==> src/rtl/forward_hazard_unit.sv <==
// Operand forwarding and hazard detection for the ID stage.
// Selects each read port's operand from the EX/MEM/WB/multi-cycle bypass network.
// Detects load-use and multi-cycle (mul/div) scoreboard hazards and raises a single stall.
// Keeps a 32-entry busy scoreboard plus saturating stall-cycle statistics.
module forward_hazard_unit #(
    parameter int unsigned XLEN  = 64,
    parameter int unsigned NPORT = 2,
    parameter int unsigned CNTW  = 32
) (
    input  logic                  clk,
    input  logic                  rstn,
    input  logic [5*NPORT-1:0]    ID_rs,
    input  logic [NPORT-1:0]      ID_re,
    input  logic [4:0]            ID_rd,
    input  logic                  ID_we,
    input  logic                  ID_md,
    input  logic [4:0]            EX_rd,
    input  logic [4:0]            MEM_rd,
    input  logic [4:0]            WB_rd,
    input  logic                  EX_we,
    input  logic                  MEM_we,
    input  logic                  WB_we,
    input  logic                  EX_load,
    input  logic                  md_done,
    input  logic [4:0]            md_rd,
    input  logic [XLEN*NPORT-1:0] init_read_data,
    input  logic [XLEN-1:0]       EX_alu_res,
    input  logic [XLEN-1:0]       MEM_wdata,
    input  logic [XLEN-1:0]       WB_wdata,
    input  logic [XLEN-1:0]       md_wdata,
    input  logic                  stat_clr,
    output logic [XLEN*NPORT-1:0] read_data,
    output logic                  stall,
    output logic [1:0]            stall_cause,
    output logic [31:0]           busy_vec,
    output logic [CNTW-1:0]       lu_stall_cnt,
    output logic [CNTW-1:0]       md_stall_cnt
);

    // Scoreboard and statistics state
    logic [31:0]      r_busy;
    logic [31:0]      w_busy_d;
    logic [31:0]      w_busy_eff;
    logic [CNTW-1:0]  r_lu_cnt;
    logic [CNTW-1:0]  r_md_cnt;
    logic [CNTW-1:0]  w_lu_cnt_d;
    logic [CNTW-1:0]  w_md_cnt_d;

    // Per-port decode
    logic [4:0]       w_rs      [NPORT];
    logic [XLEN-1:0]  w_fwd     [NPORT];
    logic [NPORT-1:0] w_cand;
    logic [NPORT-1:0] w_lu_hit;
    logic [NPORT-1:0] w_md_hit;

    // Hazard summary
    logic             w_waw;
    logic             w_lu_haz;
    logic             w_md_haz;
    logic             w_stall;
    logic             w_issue;

    // Stage match qualifiers shared by all ports
    logic             w_ex_src;
    logic             w_mem_src;
    logic             w_wb_src;
    logic             w_lu_src;

    // The scoreboard reads as empty while reset is held, so stall depends on inputs only.
    assign w_busy_eff = rstn ? r_busy : 32'd0;

    // A load in EX has no data yet, so it can never feed the bypass.
    assign w_ex_src  = EX_we && (EX_rd != 5'd0) && !EX_load;
    assign w_mem_src = MEM_we && (MEM_rd != 5'd0);
    assign w_wb_src  = WB_we && (WB_rd != 5'd0);
    assign w_lu_src  = EX_load && EX_we && (EX_rd != 5'd0);

    genvar g;
    for (g = 0; g < NPORT; g++) begin : g_port
        assign w_rs[g]   = ID_rs[5*g +: 5];
        // x0 and disabled ports never match anything.
        assign w_cand[g] = ID_re[g] && (w_rs[g] != 5'd0);

        // Operand select: nearest producer wins, register file is the fallback.
        always_comb begin
            w_fwd[g] = init_read_data[XLEN*g +: XLEN];
            if (w_cand[g]) begin
                if (w_ex_src && (EX_rd == w_rs[g])) begin
                    w_fwd[g] = EX_alu_res;
                end else if (w_mem_src && (MEM_rd == w_rs[g])) begin
                    w_fwd[g] = MEM_wdata;
                end else if (w_wb_src && (WB_rd == w_rs[g])) begin
                    w_fwd[g] = WB_wdata;
                end else if (md_done && (md_rd == w_rs[g])) begin
                    w_fwd[g] = md_wdata;
                end
            end
        end

        assign read_data[XLEN*g +: XLEN] = w_fwd[g];

        assign w_lu_hit[g] = w_cand[g] && w_lu_src && (EX_rd == w_rs[g]);

        // A busy source that completes this very cycle is bypassed, not stalled on.
        assign w_md_hit[g] = w_cand[g] && w_busy_eff[w_rs[g]] &&
                             !(md_done && (md_rd == w_rs[g]));
    end

    // Writing a register with a multi-cycle result still pending would reorder writebacks.
    assign w_waw    = ID_we && w_busy_eff[ID_rd];
    assign w_lu_haz = |w_lu_hit;
    assign w_md_haz = (|w_md_hit) || w_waw;
    assign w_stall  = w_lu_haz || w_md_haz;

    assign stall       = w_stall;
    assign stall_cause = {w_md_haz, w_lu_haz};
    assign busy_vec    = w_busy_eff;

    assign w_issue = ID_md && ID_we && (ID_rd != 5'd0) && !w_stall;

    // Scoreboard next state: completion clears first so a same-cycle issue wins.
    always_comb begin
        w_busy_d = r_busy;
        if (md_done) begin
            w_busy_d[md_rd] = 1'b0;
        end
        if (w_issue) begin
            w_busy_d[ID_rd] = 1'b1;
        end
        w_busy_d[0] = 1'b0;
    end

    // Statistics next state: saturating increments, clear has priority.
    always_comb begin
        w_lu_cnt_d = r_lu_cnt;
        w_md_cnt_d = r_md_cnt;
        if (w_lu_haz && (r_lu_cnt != {CNTW{1'b1}})) begin
            w_lu_cnt_d = r_lu_cnt + 1'b1;
        end
        if (w_md_haz && (r_md_cnt != {CNTW{1'b1}})) begin
            w_md_cnt_d = r_md_cnt + 1'b1;
        end
        if (stat_clr) begin
            w_lu_cnt_d = '0;
            w_md_cnt_d = '0;
        end
    end

    // State registers; reset drops any outstanding multi-cycle ops.
    always_ff @(posedge clk or negedge rstn) begin
        if (!rstn) begin
            r_busy   <= 32'd0;
            r_lu_cnt <= '0;
            r_md_cnt <= '0;
        end else begin
            r_busy   <= w_busy_d;
            r_lu_cnt <= w_lu_cnt_d;
            r_md_cnt <= w_md_cnt_d;
        end
    end

    assign lu_stall_cnt = r_lu_cnt;
    assign md_stall_cnt = r_md_cnt;

endmodule

==> config.mk <==
export PLATFORM = sky130hd
export DESIGN_NAME = forward_hazard_unit
export DESIGN_NICKNAME = d
export VERILOG_FILES = /design/src/rtl/forward_hazard_unit.sv
export SDC_FILE = /design/constraint.sdc
export NUM_CORES = 1
export LEC_CHECK = 0
export CORE_AREA = 5 5 254 256
export DETAILED_ROUTE_END_ITERATION = 10
export DIE_AREA = 0 0 259 261
export GPL_ROUTABILITY_DRIVEN = 1
export PLACE_DENSITY = 0.46
export SLEW_MARGIN = 25
export SYNTH_ARGS = -nofsm -noshare
export SYNTH_HDL_FRONTEND = slang
export SYNTH_SLANG_ARGS = --single-unit
==> constraint.sdc <==
create_clock -name clk -period 4.61 [get_ports clk]
set_input_delay 0.461 -clock clk [delete_from_list [all_inputs] [get_ports clk]]
set_output_delay 0.461 -clock clk [all_outputs]
set_load 0.05 [all_outputs]
Word-level counts from Yosys, hierarchy flattened
Index checks and enable logic that the tools add are counted.
Widths: inputs -> output; s select.
{"block": "classes", "n_addsub": 2, "magnitude_cmp": 6, "n_eq_ne": 10, "muxes": 27, "bitwise_logic": 3, "n_reduce_logical": 48}
{"operator": "$mux 64", "n": 10}
{"operator": "$mux 32", "n": 7}
{"operator": "$add 32x1->32 const B", "n": 2}
{"operator": "$ne 32x32->1 const B", "n": 2}
{"operator": "$eq 5x5->1", "n": 8}
{"operator": "$and 32x32->32", "n": 1}
{"operator": "$logic_and 1x1->1", "n": 32}
{"operator": "$not 32->32", "n": 1}
{"operator": "$or 32x32->32", "n": 1}
{"operator": "$reduce_bool 5->1", "n": 6}
{"operator": "$lt 5x6->1 const B", "n": 4}
{"operator": "$bmux 1 s5", "n": 3}
{"operator": "$demux 1 s5", "n": 2}
{"operator": "$ge 5x1->1 const B", "n": 2}
{"operator": "$mux 1", "n": 5}
{"operator": "$logic_not 1->1", "n": 4}
{"operator": "$reduce_bool 2->1", "n": 2}
{"operator": "$reduce_or 2->1", "n": 2}
{"operator": "$logic_or 1x1->1", "n": 2}
{"block": "word_totals", "register_bits": 95, "in_bits": 431, "out_inout_bits": 227, "elab_cells": 99}

Longest topological paths before layout
Gate-level depths: netlist of run 1.
{"block": "logic_depth", "word_depth": 11, "depth_mapped": 11, "ltp_nobuf": 8}

Worst setup path after synthesis of run 1
OpenSTA, ideal clock, no wires.
{"block": "synth_timing", "path_kind": "input -> output", "from": "in ID_rs[0]", "to": "out read_data[13]", "t_arrival_ns": 3.407, "path_slack_ns": 0.742, "path_stages": 8, "path_cell_list": "buf_4 buf_6 xor2_1 or3_1 nor3_1 clkbuf_1 a211oi_1 o31ai_1"}
{"block": "synth_between", "elab_chain_len": 7, "elab_cells_between_ends": 15}
{"element": "from (decl)", "line_no": "12", "text": "input logic [5*NPORT-1:0] ID_rs,"}
{"element": "$eq 5x5->1", "line_no": "94", "text": "end else if (md_done && (md_rd == w_rs[g])) begin"}
{"element": "$logic_and 1x1->1", "line_no": "94"}
{"element": "$mux 64", "line_no": "94"}
{"element": "$mux 64", "line_no": "92", "text": "end else if (w_wb_src && (WB_rd == w_rs[g])) begin"}
{"element": "$mux 64", "line_no": "90", "text": "end else if (w_mem_src && (MEM_rd == w_rs[g])) begin"}
{"element": "$mux 64", "line_no": "88", "text": "if (w_ex_src && (EX_rd == w_rs[g])) begin"}
{"element": "$mux 64 (*)", "line_no": "87", "text": "if (w_cand[g]) begin"}
{"element": "to (decl)", "line_no": "32", "text": "output logic [XLEN*NPORT-1:0] read_data,"}
Every way passes the cells marked *; elsewhere a longest branch is shown, timed or not.

Worst setup path after layout of run 1
{"block": "layout_timing", "from": "in ID_rs[7]", "to": "out read_data[95]"}
The elaborated chain is that of the path after synthesis.

==> results of run 1 <==
-- worst max-delay path, stage by stage --
cell,delay [ps]
clkdlybuf4s50_1,770
xnor2_1,180
nand3_1,90
or4_4,750
buf_12,270
a211oi_1,230
a211oi_1,90
o31ai_1,810
buf_4,260
buf_12,130
-- per-layer routing --
metal / up-vias / GRT usage [%]
li1: 7823 / -
met2: 862 / 42.0
met1: 8541 / 33.7
met5: - / 0
met4: 32 / 8.59
met3: 126 / 11.0
-- power groups by stage --
stage,Combinational [mW],Clock (mW),Sequential [mW]
after floorplan,1.09,0,0.937
after global placement,2.51,0,0.968
after detailed placement,2.51,0,0.968
after CTS,2.53,0.837,0.951
after global routing,2.64,0.859,0.958
final,2.53,0.800,0.952
-- synth_stat cells (8+ instances only) --
cell      count  area (sq um)
a211oi_1    257          1930
a21oi_1      40           200
and2_1       37           231
and3_1        8          50.1
and4_1        8          70.1
buf_2        34           170
clkbuf_1    124           465
dfrtp_1      95          2380
inv_1         9          33.8
mux2i_1     150          1500
mux4_2       14           315
nand2_1     165           619
nand3_1      43           215
nand3b_1     10          75.1
nand4_1      25           156
nor2_1      305          1140
nor4_1        8          50.1
o21ai_0      62           310
o21ai_1      21           105
o31ai_1     148          1110
or3_1        25           156
or4_1        27           203
xnor2_1      24           210
xor2_1       41           359
-- logic make-up (layout without fill, tap and decap cells) --
family,after synthesis,after routing,synth area share [%]
AND/OR/NAND/NOR,694,694,25.7
AO/OA/AOI/OAI,547,547,30.0
buffers and inverters,185,802,6.46
multiplexers,167,167,14.5
flip-flops,95,95,18.6
XOR/XNOR,65,65,4.46
adder cells (fa/ha/maj),2,2,0.196
other,1,25,0.0294
-- what timing repair did --
| item | 4_1_cts | 5_1_grt |
|---|---|---|
| hold endpoints to repair | 12 | 0 |
| setup endpoints to repair | 0 | 6 |
| resized for setup | 0 | 6 |
| hold buffers | 1 | 0 |
-- through the flow --
stage	hold WS (ps)	power, mW	std cells
after floorplan	165	2.02	1756
final	534	4.28	3243
after detailed placement	363	3.48	3203
after global routing	542	4.46	3232
after CTS	514	4.32	3219
after global placement	360	3.48	3203
-- state kept, by name, summed over array words and instances, names as in the netlist --
name          flops
md_stall_cnt     32
r_busy           31
lu_stall_cnt     32
-- worst paths after layout --
check,endpoint,slack (ps),cells after the start
min,r_busy[14]$_DFF_PN0_,530,2
max in group asynchronous,lu_stall_cnt[13]$_DFFE_PN0P_,2420,4
min in group clk,md_stall_cnt[13]$_DFFE_PN0P_,570,2
min reg2reg,lu_stall_cnt[8]$_DFFE_PN0P_,580,2
max,read_data[95],40,10
max reg2reg,md_stall_cnt[20]$_DFFE_PN0P_,1720,7
-- cell type report --
type                       count  area [sq um]  area share, %
multi-input combinational   1476          9680           43.0
timing repair buffer         778          9000           40.0
sequential                    95          2380           10.6
tap                          846          1060           4.70
clock buffer                   9           225           1.00
clock inverter                 6          73.8          0.328
antenna                       24          60.1          0.267
inverter                       9          33.8          0.150
==> impl_metrics.tcl, run 1 <==
set metrics [dict create \
    layout_commonest_cell "clkdlybuf4s50_1" \
    antenna_found_initial 36 \
    fin_crit_ps 4570 \
    clockBufferDepth 2 \
    final_antenna_net_count 0 \
    fin_nets 2802 \
    cts_inserted_buffers 9 \
    ctsRootBufferMaster "clkbuf_16" \
    drive_gt1_share_pct 13.6 \
    finalSetupTns_ps 0 \
    finalClockSkew_ps 13.2 \
    grt_setup_unrepaired "no" \
    path_class "input pin to output port" \
    wl_per_cell_microns 29.9 \
    grt_pass1_wl_mm 133 \
    async_flop_share_pct 100 \
    cts_tree "done" \
    top_layer "met5" \
    min_path_type "input pin to asynchronous set/reset pin" \
    grtUsageTotal_pct 26.8 \
    fp.dieW_microns 259 \
    yosys_warnings 0 \
    ys_seq_elements 95 \
    clock_sinks 95 \
    totalWireLength_mm 97.1 \
    placementRows 92 \
    wl_met1_mm 39.3 \
    maxCapViolCount 0 \
    insertion_delay_ps 380 \
    setup_viol_count_final 0 \
    tightest_slew_ps 947 \
    start_util_pct 20.5 \
    vias 17400 \
    synth_cell_type_count 60 \
    die_area_sq_um 67600 \
    grt_pass1_vias 16600 \
    combPwrFrac_pct 59.1 \
    timing.final.ws_setup_ps 36.6 \
    gp_congestion 1.00 \
    port-buffer-count 656 \
    first_pass_iters 5 \
    arrival_ps 4110 \
    power.share.switching_pct 42.3 \
    clkSlewWorstSetupHoldPaths_ps 70 \
    pwr-share-seq_pct 22.2 \
    wl_met2_mm 43.8 \
    synth_edf_count 0 \
    drv_slew 0 \
    postPlaceCellArea_sq_um 22100 \
    status "completed" \
    syn_inst 1756 \
    synth_area_sq_um 12800 \
    syn-num-nets 2189 \
    endpoint_kind "output port" \
    avgSynthCellArea_sq_um 7.27 \
    finalCritPeriodShare_pct 99.2 \
    grt_max_degree 129 \
    startpoint "ID_rs[7]" \
    io_pins 658 \
    start_kind "input pin" \
    viasPerCell 5.36 \
    stdcell_area_sq_um 22500 \
    internal_power_mw 2.47 \
    post_cts_buffers 0 \
    pre_cts_ws_ps 91.2 \
    ys_seq_area_share_pct 18.6 \
    p_leak_nw 9.23 \
    most-common-layout-cells "clkdlybuf4s50_1 (523), nor2_1 (305), a211oi_1 (257), nand2_1 (164), mux2i_1 (150)" \
    area_delta_synth_final_pct 76.3 \
    cp.required_ps 4150 \
    maxSlewHeadroom_pct 36.3 \
    hold_viol 0 \
    fp.coreArea_sq_um 62300 \
    postLayoutCoreUtil_pct 36.1 \
    rr_startpoint "md_stall_cnt[9]$_DFFE_PN0P_" \
    final.fill_count 6411 \
    ir_worst_vdd_mv 0.191 \
    drc_errors 0 \
    drt-initial-drc-count 1578 \
    wl_met3_mm 10.4 \
    ctsHtreeMaxLevel 3 \
    place_hpwl_mm 77.2 \
    switchingPower_mw 1.81 \
    worstPathMaxFanout 41 \
    ys.flop_type "dfrtp_1" \
    power_density_nw_per_um2 190 \
    max_freq_mhz 219 \
    p_clk_share_pct 18.7 \
    dieHeight_microns 261 \
    overflow 0 \
]
Power figures use the tool's default switching activity.
==> run 2, diff against run 1 <==
--- a/config.mk
+++ b/config.mk
@@ -5,11 +5,13 @@
 export SDC_FILE = /design/constraint.sdc
 export NUM_CORES = 1
 export LEC_CHECK = 0
-export CORE_AREA = 5 5 254 256
+export CELL_PAD_IN_SITES_DETAIL_PLACEMENT = 1
+export CELL_PAD_IN_SITES_GLOBAL_PLACEMENT = 1
+export CORE_AREA = 5 5 253 255
 export DETAILED_ROUTE_END_ITERATION = 10
-export DIE_AREA = 0 0 259 261
+export DIE_AREA = 0 0 258 260
 export GPL_ROUTABILITY_DRIVEN = 1
-export PLACE_DENSITY = 0.46
+export PLACE_DENSITY = 0.64
 export SLEW_MARGIN = 25
 export SYNTH_ARGS = -nofsm -noshare
 export SYNTH_HDL_FRONTEND = slang
==> run 2 against run 1 <==
- sequential share of layout area up 0.068 points
- fmax increased by 0.76%
- global-route usage increased by 0.74 points
- largest cell class unchanged
- largest power group unchanged
==> impl_metrics.tcl, run 2 (synthesis results as in run 1) <==
set metrics [dict create \
    first_pass_iters 5 \
    fin_crit_ps 4540 \
    grt_setup_unrepaired "no" \
    start_kind "input pin" \
    gr-usage-met3_pct 8.66 \
    rr_startpoint "r_busy[23]$_DFF_PN0_" \
    busiest_layer "met2" \
    fin_nets 2795 \
    gp_congestion 0.998 \
    ctsHtreeMaxLevel 3 \
    worstPathMaxFanout 43 \
    ctsRootBufferMaster "clkbuf_16" \
    use_met2_pct 44.4 \
    final_antenna_net_count 0 \
    finalClockSkew_ps 9.30 \
    multi_input_area_sq_um 9680 \
    dieHeight_microns 260 \
    placementRows 91 \
    maxSlewHeadroom_pct 39.2 \
    final.fill_count 7180 \
    drt-initial-drc-count 1321 \
    finalCritPeriodShare_pct 98.5 \
    drv_slew 0 \
    grtUsageTotal_pct 27.5 \
    io_pins 658 \
    clock_sinks 95 \
    vias 17800 \
    rr_endpoint "md_stall_cnt[27]$_DFFE_PN0P_" \
    max_freq_mhz 220 \
    grt_pass1_vias 18000 \
    most-common-layout-cells "clkdlybuf4s50_1 (523), nor2_1 (305), a211oi_1 (257), nand2_1 (164), mux2i_1 (150)" \
    hold_buffers 0 \
    die_area_sq_um 67100 \
    start_util_pct 20.8 \
    setup_viol_count_final 0 \
    finalPower_mw 4.27 \
    area_delta_synth_final_pct 75.2 \
    met1_usage_pct 34.5 \
    reg2reg_slack_ps 1650 \
    maxCapViolCount 0 \
    grt_max_degree 129 \
    status "completed" \
    min_path_type "input pin to asynchronous set/reset pin" \
    r2r_cells 9 \
    path_class "input pin to output port" \
    place_hpwl_mm 78.1 \
    placedCellCount 3140 \
    cts_tree "done" \
    clkSlewWorstSetupHoldPaths_ps 70 \
    clockBufferDepth 2 \
    tightest_slew_ps 904 \
    wl_per_cell_microns 31.1 \
    cts_inserted_buffers 9 \
    postPlaceCellArea_sq_um 22000 \
    stdcell_area_sq_um 22400 \
    power_density_nw_per_um2 191 \
    drive_gt1_share_pct 13.4 \
    layout_commonest_cell "clkdlybuf4s50_1" \
    final_cells 3175 \
    arrival_ps 4080 \
    hold_viol 0 \
    fp.coreArea_sq_um 61400 \
    overflow 0 \
    antenna_found_initial 33 \
    endpoint_kind "output port" \
    insertion_delay_ps 360 \
    viasPerCell 5.59 \
    regArea_sq_um 2380 \
    grt_pass1_wl_mm 138 \
    totalWireLength_mm 98.8 \
    ir_worst_vdd_mv 0.196 \
    drc_errors 0 \
    fp.dieW_microns 258 \
    port-buffer-count 656 \
    cp.required_ps 4150 \
    p_leak_nw 9.20 \
]
## run 2: cell count changes in the layout (fill, tap and decap cells not counted), sizes merged
cell / change
dlygate4sd3: -1
inv: -5
buf: -6
clkbuf: +2
diode: -6
clkinv: +4
## run 2: final cells by class
class	count	share of cell area, %
Timing Repair Buffer	771	40.0
Multi-Input combinational cell	1476	43.3
Clock inverter	5	0.257
Sequential cell	95	10.6
Tap cell	790	4.42
Antenna cell	18	0.201
Inverter	9	0.151
Clock buffer	11	1.09
## run 2: how the worst max path moves through the flow
stage                                to  slack, ps  startpoint
after floorplan           read_data[13]        740    ID_rs[0]
after global placement    read_data[87]        -10    ID_rs[7]
after detailed placement  read_data[87]        -20    WB_rd[1]
after CTS                 read_data[99]         10    WB_rd[1]
after global routing      read_data[98]          6    WB_rd[1]
final                     read_data[98]         70    ID_rs[7]
## run 2: routing by layer
| layer | vias up | routed length [microns] |
|---|---|---|
| met5 | - | 154 |
| met4 | 24 | 3890 |
| met3 | 155 | 8720 |
| met2 | 845 | 45500 |
| met1 | 8930 | 40600 |
| li1 | 7805 | - |
## run 2: worst max-delay path: stages
cell	delay [ps]
clkdlybuf4s50_1	850
xnor2_1	180
nand3_1	90
or4_4	820
buf_12	290
a211oi_1	240
a211oi_1	90
o31ai_1	610
buf_4	240
buf_12	150
## run 2: where the power goes
group	internal [mW]	switching, mW	total (mW)
clock	0.436	0.347	0.783
sequential	0.879	0.0751	0.954
combinational	1.16	1.37	2.53
## run 2: repair_timing
item,CTS,global route
pin swaps,0,1
setup endpoints to repair,1,6
gates resized for setup,1,6
setup buffers,0,0
## run 2: through the flow
stage	setup TNS (ps)	hold slack (ps)	util, %	worst slack, ps
after detailed placement	-18.6	421	35.8	-18.6
after global placement	-14.7	412	35.8	-14.7
after global routing	0	49.3	36.4	5.95
after CTS	0	28.0	36.3	14.8
after floorplan	0	165	-	742
final	0	47.2	36.4	71.1
